File: src/rtl/keypad_pkg.sv
`default_nettype none
// ============================================================================
//  Module   : keypad_pkg
//  Purpose  : Shared definitions for the 4x4 matrix keypad responder:
//             FSM state encoding, idle row value, and the key-code to
//             (column, row) mapping used by both the emulator and the
//             scanner-side decode table.
//  Ports    : none (package)
//  Revision : 1.0 - initial release
// ============================================================================
package keypad_pkg;

    // Press sequencer states
    localparam logic [2:0] ST_IDLE       = 3'd0;
    localparam logic [2:0] ST_BOUNCE_IN  = 3'd1;
    localparam logic [2:0] ST_HOLD       = 3'd2;
    localparam logic [2:0] ST_BOUNCE_OUT = 3'd3;
    localparam logic [2:0] ST_GAP        = 3'd4;

    // Row lines are active-low; nothing pulled means all ones
    localparam logic [3:0] ROW_IDLE = 4'hF;

    // Column index of a key: the scanner numbers columns in reverse of the
    // low key bits.
    function automatic logic [1:0] key_col(input logic [3:0] key);
        return 2'd3 - key[1:0];
    endfunction

    // Row index of a key from its upper two bits.
    function automatic logic [1:0] key_row(input logic [3:0] key);
        logic [1:0] r;
        case (key[3:2])
            2'b11:   r = 2'd0;
            2'b01:   r = 2'd1;
            2'b10:   r = 2'd2;
            default: r = 2'd3;
        endcase
        return r;
    endfunction

    // Active-low one-hot pattern for a line index.
    function automatic logic [3:0] line_low(input logic [1:0] idx);
        return ~(4'b0001 << idx);
    endfunction

endpackage
`default_nettype wire

File: src/rtl/kp_tick_gen.sv
`default_nettype none
// ============================================================================
//  Module   : kp_tick_gen
//  Purpose  : Free-running prescaler producing a one-cycle tick every
//             TICK_DIV clock cycles, with a synchronous clear that restarts
//             the count from zero.
//  Ports    : i_clk   - clock
//             i_rst_n - asynchronous active-low reset
//             clr     - synchronous clear (count returns to 0 next cycle)
//             tick    - high on the last cycle of each TICK_DIV window
//  Revision : 1.0 - initial release
// ============================================================================
module kp_tick_gen #(
    parameter int TICK_DIV = 50000
) (
    input  logic i_clk,
    input  logic i_rst_n,
    input  logic clr,
    output logic tick
);

    localparam int CW = (TICK_DIV <= 2) ? 1 : $clog2(TICK_DIV);
    localparam logic [CW-1:0] CNT_LAST = CW'(TICK_DIV - 1);

    logic [CW-1:0] cnt_q;
    logic [CW-1:0] cnt_d;

    assign tick = (cnt_q == CNT_LAST);

    always_comb begin
        cnt_d = cnt_q + CW'(1);
        if (clr || tick) begin
            cnt_d = '0;
        end
    end

    always_ff @(posedge i_clk or negedge i_rst_n) begin
        if (!i_rst_n) begin
            cnt_q <= '0;
        end else begin
            cnt_q <= cnt_d;
        end
    end

endmodule
`default_nettype wire

File: src/rtl/keypad_emulator.sv
`default_nettype none
// ============================================================================
//  Module   : keypad_emulator
//  Purpose  : Responder-side model of a 4x4 active-low matrix keypad. A
//             press request (key code + hold time) is played out as make
//             bounce, hold, break bounce and a released gap; the modelled
//             contact pulls the key's row low while its column is strobed.
//  Ports    : i_clk     - system clock
//             i_rst_n   - asynchronous active-low reset
//             col       - column strobes from the scanner (active-low)
//             row       - row lines to the scanner (active-low, idle 4'hF)
//             req_valid - press request valid
//             req_ready - high only while idle
//             req_key   - key code in scanner encoding
//             req_hold  - hold time in ticks (0 behaves as 1)
//             abort     - cancel current press, jump to the gap phase
//             busy      - high whenever a press is in progress
//             done      - one-cycle pulse when a press sequence completes
//             contact   - current modelled switch state
//  Revision : 1.0 - initial release
// ============================================================================
module keypad_emulator
    import keypad_pkg::*;
#(
    parameter int TICK_DIV       = 50000,
    parameter int BOUNCE_TOGGLES = 4,
    parameter int BOUNCE_TICKS   = 1,
    parameter int GAP_TICKS      = 20,
    parameter int HOLD_W         = 16
) (
    input  logic              i_clk,
    input  logic              i_rst_n,
    input  logic [3:0]        col,
    output logic [3:0]        row,
    input  logic              req_valid,
    output logic              req_ready,
    input  logic [3:0]        req_key,
    input  logic [HOLD_W-1:0] req_hold,
    input  logic              abort,
    output logic              busy,
    output logic              done,
    output logic              contact
);

    // ------------------------------------------------------------------
    // Counter sizing: the phase tick counter must reach the largest
    // terminal value of any phase.
    // ------------------------------------------------------------------
    localparam int BOUNCE_TOTAL = BOUNCE_TOGGLES * BOUNCE_TICKS;
    localparam int GAP_W        = $clog2(GAP_TICKS + 1);
    localparam int BNC_W        = $clog2(BOUNCE_TOTAL + 1);
    localparam int CNT_W0       = (HOLD_W > GAP_W) ? HOLD_W : GAP_W;
    localparam int CNT_W        = (CNT_W0 > BNC_W) ? CNT_W0 : BNC_W;
    localparam int SUB_W        = (BOUNCE_TICKS < 2) ? 1 : $clog2(BOUNCE_TICKS);

    localparam logic [CNT_W-1:0] BOUNCE_LAST =
        CNT_W'((BOUNCE_TOTAL > 0) ? BOUNCE_TOTAL - 1 : 0);
    localparam logic [CNT_W-1:0] GAP_LAST = CNT_W'(GAP_TICKS - 1);
    localparam logic [SUB_W-1:0] SUB_LAST = SUB_W'(BOUNCE_TICKS - 1);
    localparam logic             HAS_BOUNCE = (BOUNCE_TOTAL > 0);

    // ------------------------------------------------------------------
    // State
    // ------------------------------------------------------------------
    logic [2:0]        state_q,    state_d;
    logic              contact_q,  contact_d;
    logic [1:0]        col_sel_q,  col_sel_d;
    logic [1:0]        row_sel_q,  row_sel_d;
    logic [HOLD_W-1:0] hold_q,     hold_d;
    logic [CNT_W-1:0]  tick_cnt_q, tick_cnt_d;
    logic [SUB_W-1:0]  sub_cnt_q,  sub_cnt_d;
    logic              done_q,     done_d;

    logic              tick;
    logic              tick_clr;
    logic [CNT_W-1:0]  last_val;
    logic              at_last;
    logic              sub_last;
    logic              in_bounce;

    // Prescaler restarts on every state entry and is held clear while idle,
    // so each phase lasts an exact multiple of TICK_DIV cycles.
    assign tick_clr = (state_d != state_q) || (state_q == ST_IDLE);

    kp_tick_gen #(
        .TICK_DIV (TICK_DIV)
    ) u_tick_gen (
        .i_clk   (i_clk),
        .i_rst_n (i_rst_n),
        .clr     (tick_clr),
        .tick    (tick)
    );

    // Terminal tick count of the current phase
    always_comb begin
        last_val = '0;
        case (state_q)
            ST_BOUNCE_IN,
            ST_BOUNCE_OUT: last_val = BOUNCE_LAST;
            ST_HOLD:       last_val = CNT_W'(hold_q) - CNT_W'(1);
            ST_GAP:        last_val = GAP_LAST;
            default:       last_val = '0;
        endcase
    end

    assign at_last   = (tick_cnt_q == last_val);
    assign sub_last  = (sub_cnt_q == SUB_LAST);
    assign in_bounce = (state_q == ST_BOUNCE_IN) || (state_q == ST_BOUNCE_OUT);

    // ------------------------------------------------------------------
    // Sequencer
    // ------------------------------------------------------------------
    always_comb begin
        state_d   = state_q;
        contact_d = contact_q;
        col_sel_d = col_sel_q;
        row_sel_d = row_sel_q;
        hold_d    = hold_q;
        done_d    = 1'b0;

        case (state_q)
            ST_IDLE: begin
                if (req_valid) begin
                    col_sel_d = key_col(req_key);
                    row_sel_d = key_row(req_key);
                    hold_d    = (req_hold == '0) ? HOLD_W'(1) : req_hold;
                    contact_d = 1'b1;
                    state_d   = HAS_BOUNCE ? ST_BOUNCE_IN : ST_HOLD;
                end
            end

            ST_BOUNCE_IN: begin
                if (abort) begin
                    state_d   = ST_GAP;
                    contact_d = 1'b0;
                end else if (tick) begin
                    if (at_last) begin
                        // Even toggle count leaves the contact open here;
                        // entering the hold phase closes it for good.
                        state_d   = ST_HOLD;
                        contact_d = 1'b1;
                    end else if (sub_last) begin
                        contact_d = ~contact_q;
                    end
                end
            end

            ST_HOLD: begin
                if (abort) begin
                    state_d   = ST_GAP;
                    contact_d = 1'b0;
                end else if (tick && at_last) begin
                    state_d   = HAS_BOUNCE ? ST_BOUNCE_OUT : ST_GAP;
                    contact_d = 1'b0;
                end
            end

            ST_BOUNCE_OUT: begin
                if (abort) begin
                    state_d   = ST_GAP;
                    contact_d = 1'b0;
                end else if (tick) begin
                    if (at_last) begin
                        state_d   = ST_GAP;
                        contact_d = 1'b0;
                    end else if (sub_last) begin
                        contact_d = ~contact_q;
                    end
                end
            end

            ST_GAP: begin
                contact_d = 1'b0;
                if (tick && at_last) begin
                    state_d = ST_IDLE;
                    done_d  = 1'b1;
                end
            end

            default: begin
                state_d   = ST_IDLE;
                contact_d = 1'b0;
            end
        endcase
    end

    // Phase counters clear on entry and only advance on ticks, so they
    // never run past their terminal value.
    always_comb begin
        tick_cnt_d = tick_cnt_q;
        sub_cnt_d  = sub_cnt_q;
        if (state_d != state_q) begin
            tick_cnt_d = '0;
            sub_cnt_d  = '0;
        end else if (tick) begin
            tick_cnt_d = tick_cnt_q + CNT_W'(1);
            if (in_bounce) begin
                sub_cnt_d = sub_last ? '0 : sub_cnt_q + SUB_W'(1);
            end
        end
    end

    always_ff @(posedge i_clk or negedge i_rst_n) begin
        if (!i_rst_n) begin
            state_q    <= ST_IDLE;
            contact_q  <= 1'b0;
            col_sel_q  <= 2'd0;
            row_sel_q  <= 2'd0;
            hold_q     <= '0;
            tick_cnt_q <= '0;
            sub_cnt_q  <= '0;
            done_q     <= 1'b0;
        end else begin
            state_q    <= state_d;
            contact_q  <= contact_d;
            col_sel_q  <= col_sel_d;
            row_sel_q  <= row_sel_d;
            hold_q     <= hold_d;
            tick_cnt_q <= tick_cnt_d;
            sub_cnt_q  <= sub_cnt_d;
            done_q     <= done_d;
        end
    end

    // ------------------------------------------------------------------
    // Outputs
    // ------------------------------------------------------------------
    // Row responds combinationally to the strobe, like a real switch.
    always_comb begin
        row = ROW_IDLE;
        if (contact_q && !col[col_sel_q]) begin
            row = line_low(row_sel_q);
        end
    end

    assign req_ready = (state_q == ST_IDLE);
    assign busy      = (state_q != ST_IDLE);
    assign done      = done_q;
    assign contact   = contact_q;

endmodule
`default_nettype wire

File: config.mk
export PLATFORM = sky130hd
export DESIGN_NAME = keypad_emulator
export DESIGN_NICKNAME = d
export VERILOG_FILES = /design/src/rtl/keypad_pkg.sv /design/src/rtl/kp_tick_gen.sv /design/src/rtl/keypad_emulator.sv
export SDC_FILE = /design/constraint.sdc
export NUM_CORES = 1
export LEC_CHECK = 0
export CAP_MARGIN = 5
export CELL_PAD_IN_SITES_DETAIL_PLACEMENT = 1
export CELL_PAD_IN_SITES_GLOBAL_PLACEMENT = 1
export CORE_ASPECT_RATIO = 0.7
export CORE_UTILIZATION = 43
export CTS_CLUSTER_SIZE = 16
export DETAILED_ROUTE_END_ITERATION = 8
export PLACE_DENSITY_LB_ADDON = 0.1
export RECOVER_POWER = 50
export SETUP_SLACK_MARGIN = 0.5
export SLEW_MARGIN = 20
export SYNTH_ARGS = -nofsm -noshare
export SYNTH_HDL_FRONTEND = slang
export SYNTH_SLANG_ARGS = --single-unit
export TNS_END_PERCENT = 30
File: constraint.sdc
create_clock -name i_clk -period 4.67 [get_ports i_clk]
set_clock_uncertainty 0.15 [all_clocks]
set_input_delay 0.934 -clock i_clk [delete_from_list [all_inputs] [get_ports i_clk]]
set_output_delay 0.934 -clock i_clk [all_outputs]
set_load 0.005 [all_outputs]
---- Word-level counts from Yosys, hierarchy flattened ----
Index checks and enable logic that the tools add are counted.
word-level totals
  output and inout bits ................... 8
  input port bits ......................... 28
  bits in registers ....................... 58
  word-level logic and storage cells ...... 84
operators by class
  equal/unequal tests ..................... 14
  order comparisons ....................... 1
  multiplexer cells ....................... 37
  bitwise gates (word level) .............. 2
  shift-type cells ........................ 1
  reductions and logical operators ........ 15
  add/sub/neg operators ................... 5
operator list
  cell                     count
  $mux W16                 4
  $pmux W16 S3             1
  $add A16 B1 Y16 const B  2
  $mux W3                  10
  $mux W1                  17
  $eq A16 B16 Y1           1
  $eq A16 B16 Y1 const B   1
  $logic_not A16 Y1        1
  $sub A16 B1 Y16 const B  1
  $pmux W3 S5              1
  $ne A3 B3 Y1 const B     3
  $eq A3 B2 Y1 const B     2
  $pmux W2 S3              1
  $eq A2 B2 Y1 const B     2
  $mux W4                  1
  $not A4 Y4               1
  $pmux W1 S4              1
  $reduce_and A2 Y1        2
  $reduce_and A4 Y1        1
  $reduce_bool A2 Y1       2
  $shl A1 B2 Y4 const A    1
  $eq A3 B1 Y1 const B     1
  $eq A3 B3 Y1 const B     1
  $logic_not A3 Y1         1
  13 further kinds         16

---- Longest topological paths before layout ----
Gate-level depths: netlist (run 1).
  depth in word-level cells ............... 12
  depth in mapped cells ................... 13
  gate-level depth less buffers ........... 11

---- By module ----
From an unflattened synthesis (run 1), not the netlist that was laid out.
unflattened totals
  cell total of the unflattened synthesis .. 428
  area, all modules ....................... 3667.3 um^2
by module, submodules not included
  module           cells an instance  instances  area an instance (um^2)  seq. area each (um^2)
  keypad_emulator  348                1          2875.3                   1026.0
  kp_tick_gen      80                 1          792.0                    400.4

---- Worst setup path before layout (run 1) ----
No wires, ideal clock.
  path kind ............................... reg2reg
  start ................................... register hold_q[4]
  end ..................................... register tick_cnt_q[4]
  path buffers ............................ 3
  arrival time ............................ 3067 ps
  required time ........................... 4401 ps
  cell stages (with the launch flop) ...... 12
  period minus slack after synthesis ...... 3336 ps
  setup time .............................. 119 ps
  setup slack ............................. 1334 ps
  cells stage by stage .................... dfrtp_1 buf_6 or4_1 buf_2 or4b_4 a2111oi_4 nand4_1 nor4_4 a22oi_2 a21oi_4 buf_6 nor2_1
between the ends
  longest elaborated chain between the ends .. 9
  elaborated cells between the ends (all ways) .. 17
  those cells by class .................... add/sub: 1; eq/ne: 2; mux: 12; reduce/logical: 2
RTL lines
  what                                            line                                                                    source
  start: declaration                              keypad_emulator.sv:69                                                   logic [HOLD_W-1:0] hold_q, hold_d;
  start signal: assignment                        keypad_emulator.sv:218                                                  hold_q <= hold_d;
  $sub A16 B1 Y16 *                               keypad_emulator.sv:100                                                  ST_HOLD: last_val = CNT_W'(hold_q) - CNT_W'(1);
  $pmux W16 S3 *                                  keypad_emulator.sv:97                                                   case (state_q)
  $eq A16 B16 Y1 *                                keypad_emulator.sv:106                                                  assign at_last = (tick_cnt_q == last_val);
  $mux W3 (tied with other cells)                 keypad_emulator.sv:163                                                  if (at_last) begin
  $mux W3, on equally long branches               keypad_emulator.sv:162, keypad_emulator.sv:136, keypad_emulator.sv:152
  $mux W3, on equally long branches               keypad_emulator.sv:159, keypad_emulator.sv:133, keypad_emulator.sv:149
  $pmux W3 S5 *                                   keypad_emulator.sv:121                                                  case (state_q)
  $ne A3 B3 Y1 *                                  keypad_emulator.sv:192                                                  if (state_d != state_q) begin
  $mux W16 or $reduce_bool A2 Y1 (tied branches)  --
  end signal: assignment                          keypad_emulator.sv:219                                                  tick_cnt_q <= tick_cnt_d;
  end: declaration                                keypad_emulator.sv:70                                                   logic [CNT_W-1:0] tick_cnt_q, tick_cnt_d;
Every way passes the cells marked *; elsewhere a longest branch is shown, timed or not.
A chain may end at the register's enable or synchronous reset.

---- Worst setup path after layout (run 1) ----
  start ................................... register hold_q[4]
  end ..................................... register tick_cnt_q[5]
Same word-level chain as after synthesis.

==> flow_summary.html, run 1 <==
<table>
<tr><th>Metric</th><th>Value</th></tr>
<tr><th colspan="2">Clock tree</th></tr>
<tr><td>Number of gates resized after cts</td><td>0</td></tr>
<tr><td>H-tree levels</td><td>3</td></tr>
<tr><td>Clock Path Buffers</td><td>2</td></tr>
<tr><td>Hold-fix buffer count after cts</td><td>0</td></tr>
<tr><td>Sink count of the clock tree</td><td>57</td></tr>
<tr><td>Clock buffer count from CTS</td><td>9</td></tr>
<tr><td>Clock tree from TritonCTS</td><td>built</td></tr>
<tr><td>Setup Fix Bufs, Post-CTS</td><td>0</td></tr>
<tr><td>Clock edge transition at the registers on the reported setup and hold paths</td><td>about 0.050 ns</td></tr>
<tr><td>Clock network latency to the later pin of the worst-skew pair</td><td>about 0.34 ns</td></tr>
<tr><td>CTS Root Cell</td><td>sky130_fd_sc_hd__clkbuf_16</td></tr>
<tr><th colspan="2">Global routing</th></tr>
<tr><td>Initial antenna violation count</td><td>0</td></tr>
<tr><td>Gr ovfl total</td><td>0</td></tr>
<tr><td>Fraction of met2 tracks used by global routing</td><td>0.381</td></tr>
<tr><td>Met3 usage in global routing</td><td>0.0555</td></tr>
<tr><td>Wire length of the first global-routing pass</td><td>between 15 and 20 mm</td></tr>
<tr><td>Met1 global-route usage</td><td>0.333</td></tr>
<tr><td>Largest net degree at the start of global routing</td><td>58</td></tr>
<tr><td>Via count of the first global-routing pass</td><td>~3.1k</td></tr>
<tr><td>All-Layer GR Usage</td><td>0.245</td></tr>
<tr><td>Most congested layer reported by global routing</td><td>met2</td></tr>
<tr><th colspan="2">STA</th></tr>
<tr><td>Final hold slack</td><td>around 0.3 ns</td></tr>
<tr><td>Aggregate negative setup slack</td><td>0 ns</td></tr>
<tr><td>Period utilization</td><td>0.839</td></tr>
<tr><td>Min cycle time layout</td><td>slightly below 4 ns</td></tr>
<tr><td>Worst Tran Pin Value</td><td>between 0.8 and 0.9 ns</td></tr>
<tr><td>Setup Viol. Count Final</td><td>0</td></tr>
<tr><td>RSZ-0062 raised after global routing</td><td>no</td></tr>
<tr><td>Fmax achieved</td><td>~260 MHz</td></tr>
<tr><td>Remaining max-slew budget at the tightest pin</td><td>0.457</td></tr>
<tr><td>Final-report max-slew violation count</td><td>0</td></tr>
<tr><td>Final worst-path setup slack</td><td>~0.75 ns</td></tr>
<tr><td>Final count of hold timing violations</td><td>0</td></tr>
<tr><th colspan="2">Pwr</th></tr>
<tr><td>Total power per unit cell area</td><td>between 400 and 500 mW/mm2</td></tr>
<tr><td>Combinational Power Share</td><td>0.307</td></tr>
<tr><td>Worst vdd rail ir drop</td><td>about 280 uV</td></tr>
<tr><td>Switching Fraction</td><td>0.374</td></tr>
<tr><td>Leakage</td><td>approximately 1.7 nW</td></tr>
<tr><td>Sequential group share of total power</td><td>0.370</td></tr>
<tr><td>Relative contribution of the clock network to total power</td><td>0.323</td></tr>
<tr><td>P_sw</td><td>~770 uW</td></tr>
<tr><td>Internal power of the cells</td><td>approximately 1.3 mW</td></tr>
<tr><th colspan="2">Finish</th></tr>
<tr><td>Layout Area Growth over Synthesis</td><td>19.3%</td></tr>
<tr><td>Number of nets in the finished design</td><td>about 460</td></tr>
<tr><td>Antenna diode instance count</td><td>0</td></tr>
<tr><td>Final design utilization</td><td>0.531</td></tr>
<tr><td>Commonest cells after routing, fill and taps aside</td><td>64 x sky130_fd_sc_hd__nand2_1, 57 x sky130_fd_sc_hd__dfrtp_1, 47 x sky130_fd_sc_hd__nor2_1, 33 x sky130_fd_sc_hd__clkdlybuf4s50_1</td></tr>
<tr><td>Most frequent standard cell in the layout excluding fill and tap cells</td><td>sky130_fd_sc_hd__nand2_1</td></tr>
<tr><td>Number of non-filler instances in the completed layout</td><td>~530</td></tr>
<tr><td>Proportion of layout cells with a drive suffix above 1</td><td>0.0762</td></tr>
<tr><th colspan="2">Synth</th></tr>
<tr><td>Cell type with the largest total area after synthesis</td><td>sky130_fd_sc_hd__dfrtp_1</td></tr>
<tr><td>Most used flip-flop cell after synthesis</td><td>sky130_fd_sc_hd__dfrtp_1</td></tr>
<tr><td>Number of flops mapped to enable cells by yosys</td><td>0</td></tr>
<tr><td>Netlist area before placement</td><td>0.00350 mm2</td></tr>
<tr><td>Register area share after synthesis</td><td>0.407</td></tr>
<tr><td>Flip-flop and latch count after synthesis</td><td>57</td></tr>
<tr><td>YS warnings</td><td>0</td></tr>
<tr><td>Synth top area share</td><td>0.407</td></tr>
<tr><td>Top post-synthesis cells by area</td><td>sky130_fd_sc_hd__dfrtp_1 41%, sky130_fd_sc_hd__nand2_1 6.9%, sky130_fd_sc_hd__nor2_1 5.0%, sky130_fd_sc_hd__xnor2_1 5.0%, sky130_fd_sc_hd__xor2_1 5.0%</td></tr>
<tr><td>Async set-reset flop share out of synthesis</td><td>1.00</td></tr>
<tr><td>Synthesized netlist net count</td><td>433</td></tr>
<tr><td>Number of instances in the synthesized netlist</td><td>between 400 and 500</td></tr>
<tr><td>Number of different library cells in the post-synthesis netlist</td><td>60</td></tr>
<tr><td>Average cell area after synthesis</td><td>about 8.7 um2</td></tr>
<tr><th colspan="2">Worst setup path</th></tr>
<tr><td>Data required time at the worst endpoint</td><td>4.72 ns</td></tr>
<tr><td>Crit path kind</td><td>reg -&gt; reg</td></tr>
<tr><td>Critical Path Fanout Max</td><td>16</td></tr>
<tr><td>Nature of the critical path startpoint</td><td>flip-flop</td></tr>
<tr><td>Crit path buffers/inverters</td><td>0</td></tr>
<tr><td>Top Family by Delay on Critical Path</td><td>simple AND/OR/NAND/NOR gates</td></tr>
<tr><td>Worst path cell trace</td><td>or4_1, nor4_1, a21oi_1, nor3_1, o2111ai_1, nor4_4, a22oi_2, a21oi_4, nor2_1</td></tr>
<tr><td>Endpoint class of the critical path</td><td>flip-flop</td></tr>
<tr><td>Data arrival, critical path</td><td>3.97 ns</td></tr>
<tr><td>Critical-path top delay cell</td><td>sky130_fd_sc_hd__nor4_1</td></tr>
<tr><td>Largest stage delay on the critical path</td><td>about 0.71 ns</td></tr>
<tr><th colspan="2">Route</th></tr>
<tr><td>Routed via count divided by cell count</td><td>around 5.7</td></tr>
<tr><td>Final routed wire length divided by cell count</td><td>approximately 18 um</td></tr>
<tr><td>Starting DRC count in detailed routing</td><td>around 120</td></tr>
<tr><td>Vias</td><td>roughly 3.1k</td></tr>
<tr><td>Routed wire length</td><td>around 9.5 mm</td></tr>
<tr><td>Residual DRC</td><td>0</td></tr>
<tr><td>Remaining number of nets flagged by the antenna check after routing</td><td>0</td></tr>
<tr><td>DRT Pass-1 Iters</td><td>4</td></tr>
<tr><th colspan="2">Die</th></tr>
<tr><td>Core outline area</td><td>0.00787 mm2</td></tr>
<tr><td>I/O Pins</td><td>36</td></tr>
<tr><td>Die Wd</td><td>110 um</td></tr>
<tr><td>Site Rows</td><td>27</td></tr>
<tr><td>Starting density of the core</td><td>0.445</td></tr>
<tr><td>Vert. Die Dim</td><td>around 78 um</td></tr>
<tr><td>Die Footprint</td><td>~0.0085 mm2</td></tr>
<tr><th colspan="2">Place</th></tr>
<tr><td>Setup Slack @ Placement</td><td>0.804 ns</td></tr>
<tr><td>Dpl hpwl</td><td>6.79 mm</td></tr>
<tr><td>I/O Buffers</td><td>35</td></tr>
<tr><td>Count of placed standard cells including taps</td><td>between 500 and 600</td></tr>
<tr><td>RD Place Congestion</td><td>0.847</td></tr>
<tr><th colspan="2">Worst hold path</th></tr>
<tr><td>Worst hold path class</td><td>reg -&gt; reg</td></tr>
<tr><th colspan="2">Job</th></tr>
<tr><td># Max-Cap Violations</td><td>0</td></tr>
<tr><th colspan="2">Outcome</th></tr>
<tr><td>Result of the run</td><td>complete, no violations</td></tr>
</table>
## cell usage after synthesis (3+ instances only)
| master | instances |
|---|---|
| sky130_fd_sc_hd__and3_1 | 11 |
| sky130_fd_sc_hd__inv_1 | 10 |
| sky130_fd_sc_hd__and4_1 | 5 |
| sky130_fd_sc_hd__nand2b_1 | 5 |
| sky130_fd_sc_hd__nand4_1 | 8 |
| sky130_fd_sc_hd__clkbuf_1 | 13 |
| sky130_fd_sc_hd__a21oi_1 | 9 |
| sky130_fd_sc_hd__o21ai_0 | 14 |
| sky130_fd_sc_hd__xnor2_1 | 20 |
| sky130_fd_sc_hd__and2_1 | 4 |
| sky130_fd_sc_hd__or3_1 | 7 |
| sky130_fd_sc_hd__dfrtp_1 | 57 |
| sky130_fd_sc_hd__or4_1 | 5 |
| sky130_fd_sc_hd__nor3_1 | 10 |
| sky130_fd_sc_hd__buf_6 | 3 |
| sky130_fd_sc_hd__ha_1 | 3 |
| sky130_fd_sc_hd__buf_2 | 4 |
| sky130_fd_sc_hd__xor2_1 | 20 |
| sky130_fd_sc_hd__mux2i_1 | 3 |
| sky130_fd_sc_hd__nor4_1 | 8 |
| sky130_fd_sc_hd__nand3_1 | 14 |
| sky130_fd_sc_hd__nor3b_1 | 3 |
| sky130_fd_sc_hd__o31ai_1 | 4 |
| sky130_fd_sc_hd__nor2_1 | 47 |
| sky130_fd_sc_hd__nor2b_1 | 8 |
| sky130_fd_sc_hd__nand2_1 | 64 |
## area by class of cell
class / instances / area [um2]
Fill cell: 932 / 3690
Multi-Input combinational cell: 314 / 1940
Sequential cell: 57 / 1430
Clock buffer: 11 / 243
Tap cell: 101 / 126
Inverter: 10 / 37.5
Clock inverter: 5 / 55.1
Timing Repair Buffer: 36 / 353
## registers in the layout, indices dropped and copies added, names as in the netlist
register and cells:
hold_q 16, tick_cnt_q 16, u_tick_gen.cnt_q 16, state_q 3, col_sel_q 2, row_sel_q 2
contact 1, done 1
## per-stage QoR
| stage | area, um2 | power [mW] |
|---|---|---|
| final | 4180 | 2.04 |
| after global routing | 4180 | 2.17 |
| after CTS | 4180 | 2.06 |
| after detailed placement | 3880 | 1.39 |
| after global placement | 3880 | 1.36 |
| after floorplan | 3500 | 1.18 |
## power by group through the flow
stage	clock, mW	sequential [mW]	combinational [mW]
CTS	0.675	0.753	0.635
detailed placement	0	0.759	0.627
floorplan	0	0.681	0.500
finish	0.660	0.756	0.628
global route	0.689	0.775	0.704
global placement	0	0.755	0.600
## worst reg2reg max path: stages, from the launching register on
cell                        delay [ns]
sky130_fd_sc_hd__dfrtp_1          0.45
sky130_fd_sc_hd__or4_1            0.69
sky130_fd_sc_hd__nor4_1           0.71
sky130_fd_sc_hd__a21oi_1          0.19
sky130_fd_sc_hd__nor3_1           0.23
sky130_fd_sc_hd__o2111ai_1        0.25
sky130_fd_sc_hd__nor4_4           0.40
sky130_fd_sc_hd__a22oi_2          0.17
sky130_fd_sc_hd__a21oi_4          0.43
sky130_fd_sc_hd__nor2_1           0.11
## layer usage
metal,share of wire,vias to the layer above
met5,0,-
met4,0.015,0
met3,0.029,13
met2,0.45,42
met1,0.50,1549
li1,-,1455
## final timing paths
check,from,slack [ns],to,depth (start not counted)
max in group asynchronous,i_rst_n,3.26,hold_q[2],2
worst min-delay path,u_tick_gen.cnt_q[0],0.31,u_tick_gen.cnt_q[0],1
worst min register to register,u_tick_gen.cnt_q[0],0.31,u_tick_gen.cnt_q[0],1
worst max register to register,hold_q[4],0.75,tick_cnt_q[5],9
min in group asynchronous,i_rst_n,0.61,tick_cnt_q[12],2
worst max-delay path,hold_q[4],0.75,tick_cnt_q[5],9
## cells by family (layout without fill, tap and decap cells)
family,count (synthesis),in the layout,synth area share
buffers and inverters,31,62,0.0411
adder cells (fa/ha/maj),3,3,0.0107
AO/OA/AOI/OAI,53,53,0.112
flip-flops,57,57,0.407
XOR/XNOR,40,40,0.100
AND/OR/NAND/NOR,213,213,0.311
multiplexers,5,5,0.0182
(Power assumes the default switching activity.)
==> run 2: changes to the inputs <==
- clock period: 4.67 -> 3.7 ns (I/O delays scaled with it)
==> flow_summary.html, run 2 (same netlist as run 1, synthesis figures left out) <==
<table>
<tr><th>Metric</th><th>Value</th></tr>
<tr><th colspan="2">Worst setup path</th></tr>
<tr><td>Endpoint class of the critical path</td><td>output port</td></tr>
<tr><td>Nature of the critical path startpoint</td><td>primary input</td></tr>
<tr><td>Critical Path Fanout Max</td><td>2 (-14)</td></tr>
<tr><td>Data required time at the worst endpoint</td><td>2.81 ns (-1.91 ns)</td></tr>
<tr><td>Crit path kind</td><td>in -&gt; out</td></tr>
<tr><td>Data arrival, critical path</td><td>2.39 ns (-1.58 ns)</td></tr>
<tr><th colspan="2">Finish</th></tr>
<tr><td>Number of nets in the finished design</td><td>482 (+5.0%)</td></tr>
<tr><td>Fillcell total</td><td>890 (-4.5%)</td></tr>
<tr><td>Commonest cells after routing, fill and taps aside</td><td>64 x sky130_fd_sc_hd__nand2_1, 53 x sky130_fd_sc_hd__dfrtp_1, 47 x sky130_fd_sc_hd__nor2_1, 33 x sky130_fd_sc_hd__clkdlybuf4s50_1, 20 x sky130_fd_sc_hd__xor2_1</td></tr>
<tr><td>Antenna diode instance count</td><td>0 (unchanged)</td></tr>
<tr><td>Final standard cell area without fillers</td><td>0.00460 mm2 (+10%)</td></tr>
<tr><td>Most frequent standard cell in the layout excluding fill and tap cells</td><td>sky130_fd_sc_hd__nand2_1</td></tr>
<tr><td>Largest registers</td><td>hold_q: 16 flops, tick_cnt_q: 16 flops, u_tick_gen.cnt_q: 16 flops</td></tr>
<tr><td>Proportion of layout cells with a drive suffix above 1</td><td>0.164 (+0.0883)</td></tr>
<tr><td>Layout Area Growth over Synthesis</td><td>31.2%</td></tr>
<tr><th colspan="2">STA</th></tr>
<tr><td>Final count of hold timing violations</td><td>0 (unchanged)</td></tr>
<tr><td>Remaining max-slew budget at the tightest pin</td><td>-0.369 (-0.826)</td></tr>
<tr><td>RSZ-0062 raised after global routing</td><td>yes</td></tr>
<tr><td>Worst Tran Pin Value</td><td>2.05 ns (+1.24 ns)</td></tr>
<tr><td>Final-report max-slew violation count</td><td>38 (+38)</td></tr>
<tr><td>Min cycle time layout</td><td>3.28 ns</td></tr>
<tr><td>Fmax achieved</td><td>just over 300 MHz</td></tr>
<tr><td>Period utilization</td><td>0.886</td></tr>
<tr><td>Aggregate negative setup slack</td><td>0 ns (unchanged)</td></tr>
<tr><td>Setup Viol. Count Final</td><td>0 (unchanged)</td></tr>
<tr><th colspan="2">Global routing</th></tr>
<tr><td>Via count of the first global-routing pass</td><td>3203 (+2.3%)</td></tr>
<tr><td>Gr ovfl total</td><td>0 (unchanged)</td></tr>
<tr><td>Wire length of the first global-routing pass</td><td>16.2 mm (+3.4%)</td></tr>
<tr><td>Initial antenna violation count</td><td>0 (unchanged)</td></tr>
<tr><td>All-Layer GR Usage</td><td>0.254 (+0.00821)</td></tr>
<tr><td>Largest net degree at the start of global routing</td><td>38 (-34%)</td></tr>
<tr><th colspan="2">Worst hold path</th></tr>
<tr><td>Worst hold path class</td><td>reg -&gt; reg</td></tr>
<tr><th colspan="2">Route</th></tr>
<tr><td>Vias</td><td>3139 (+2.6%)</td></tr>
<tr><td>Routed wire length</td><td>9.87 mm (+4.4%)</td></tr>
<tr><td>Final routed wire length divided by cell count</td><td>17.7 um (about the same)</td></tr>
<tr><td>Starting DRC count in detailed routing</td><td>111 (-9.8%)</td></tr>
<tr><td>Residual DRC</td><td>0 (unchanged)</td></tr>
<tr><td>Routed via count divided by cell count</td><td>5.64 (-1.6%)</td></tr>
<tr><td>Remaining number of nets flagged by the antenna check after routing</td><td>0 (unchanged)</td></tr>
<tr><td>DRT Pass-1 Iters</td><td>4 (unchanged)</td></tr>
<tr><th colspan="2">Die</th></tr>
<tr><td>Starting density of the core</td><td>0.445 (unchanged)</td></tr>
<tr><td>Die Footprint</td><td>0.00852 mm2 (unchanged)</td></tr>
<tr><td>I/O Pins</td><td>36 (unchanged)</td></tr>
<tr><td>Die Wd</td><td>110 um (unchanged)</td></tr>
<tr><td>Site Rows</td><td>27 (unchanged)</td></tr>
<tr><td>Core outline area</td><td>0.00787 mm2 (unchanged)</td></tr>
<tr><td>Vert. Die Dim</td><td>77.5 um (unchanged)</td></tr>
<tr><th colspan="2">Clock tree</th></tr>
<tr><td>Sink count of the clock tree</td><td>57 (unchanged)</td></tr>
<tr><td>H-tree levels</td><td>3 (unchanged)</td></tr>
<tr><td>Clock tree from TritonCTS</td><td>built</td></tr>
<tr><td>Clock Path Buffers</td><td>2 (unchanged)</td></tr>
<tr><td>Clock edge transition at the registers on the reported setup and hold paths</td><td>0.05 ns (about the same)</td></tr>
<tr><td>Clock network latency to the later pin of the worst-skew pair</td><td>0.33 ns (about the same)</td></tr>
<tr><td>Hold-fix buffer count after cts</td><td>0 (unchanged)</td></tr>
<tr><td>Clock buffer count from CTS</td><td>9 (unchanged)</td></tr>
<tr><td>CTS Root Cell</td><td>sky130_fd_sc_hd__clkbuf_16</td></tr>
<tr><th colspan="2">Job</th></tr>
<tr><td># Max-Cap Violations</td><td>1 (+1)</td></tr>
<tr><th colspan="2">Outcome</th></tr>
<tr><td>Result of the run</td><td>complete, but fails checks</td></tr>
<tr><td>Violated checks</td><td>capacitance limit, slew limit</td></tr>
<tr><th colspan="2">Place</th></tr>
<tr><td>I/O Buffers</td><td>35 (unchanged)</td></tr>
<tr><td>Dpl hpwl</td><td>6.85 mm (+0.99%)</td></tr>
<tr><td>RD Place Congestion</td><td>0.850 (+0.39%)</td></tr>
<tr><td>Cell Area, Placed</td><td>0.00395 mm2 (+1.9%)</td></tr>
<tr><th colspan="2">Pwr</th></tr>
<tr><td>Leakage</td><td>1.92 nW (+10%)</td></tr>
<tr><td>Worst vdd rail ir drop</td><td>497 uV (+75%)</td></tr>
<tr><td>Total chip power</td><td>3.09 mW (+51%)</td></tr>
<tr><td>Total power per unit cell area</td><td>671 mW/mm2 (+37%)</td></tr>
</table>
run 2: final timing paths:
check / start / end / slack [ns] / depth (start not counted)
worst max register to register: hold_q[5] / state_q[1] / 0.45 / 12
worst max-delay path: col[3] / row[0] / 0.42 / 6
min in group asynchronous: i_rst_n / tick_cnt_q[14] / 0.56 / 2
max in group asynchronous: i_rst_n / col_sel_q[1] / 1.26 / 2
worst min-delay path: u_tick_gen.cnt_q[0] / u_tick_gen.cnt_q[0] / 0.32 / 1
worst min register to register: u_tick_gen.cnt_q[0] / u_tick_gen.cnt_q[0] / 0.32 / 1
run 2: layer usage:
| metal | vias to the layer above | part of all wire | global-route usage | routed length, um |
|---|---|---|---|---|
| met5 | - | 0 | 0 | 0 |
| met4 | 0 | 0.013 | 0.0760 | 124 |
| met3 | 13 | 0.041 | 0.0622 | 401 |
| met2 | 52 | 0.47 | 0.374 | 4650 |
| met1 | 1576 | 0.48 | 0.364 | 4700 |
| li1 | 1498 | - | - | - |
run 2: final cells by class:
cell class,count,area [um2],area share
clock inverters,5,125,0.0272
multi-input cells,314,2090,0.455
inverters,10,37.5,0.00816
clock buffers,11,253,0.0550
flip-flops and latches,57,1430,0.311
repair buffers,59,536,0.116
well taps,101,126,0.0275
run 2: through the flow:
stage / setup slack [ns] / util / std cells / hold WS [ns]
4_1_cts: 0.409 / 0.565 / 553 / 0.243
6_report: 0.420 / 0.584 / 557 / 0.317
3_5_place_dp: 0.309 / 0.502 / 528 / 0.311
3_3_place_gp: 0.346 / 0.502 / 528 / 0.299
5_1_grt: 0.252 / 0.584 / 557 / 0.363
2_1_floorplan: 0.438 / - / 402 / 0.275
run 2: worst max-delay path: stages:
cell	delay [ns]
sky130_fd_sc_hd__clkdlybuf4s50_1	0.39
sky130_fd_sc_hd__mux4_2	0.47
sky130_fd_sc_hd__nor2b_2	0.14
sky130_fd_sc_hd__nor2b_4	0.15
sky130_fd_sc_hd__nand2b_1	0.06
sky130_fd_sc_hd__clkdlybuf4s50_1	0.44
run 2: repair_timing:
action | CTS | global route
endpoints found under the setup margin | 25 | 25
resized for setup | 16 | 28
cloned | 0 | 0
pin swaps | 8 | 11
setup buffers | 9 | 4
run 2: report_power, final:
part,total [mW],switching (mW),internal (mW)
logic,1.09,0.587,0.504
registers,0.946,0.188,0.758
clock network,1.05,0.290,0.761
total,3.09,1.07,2.02
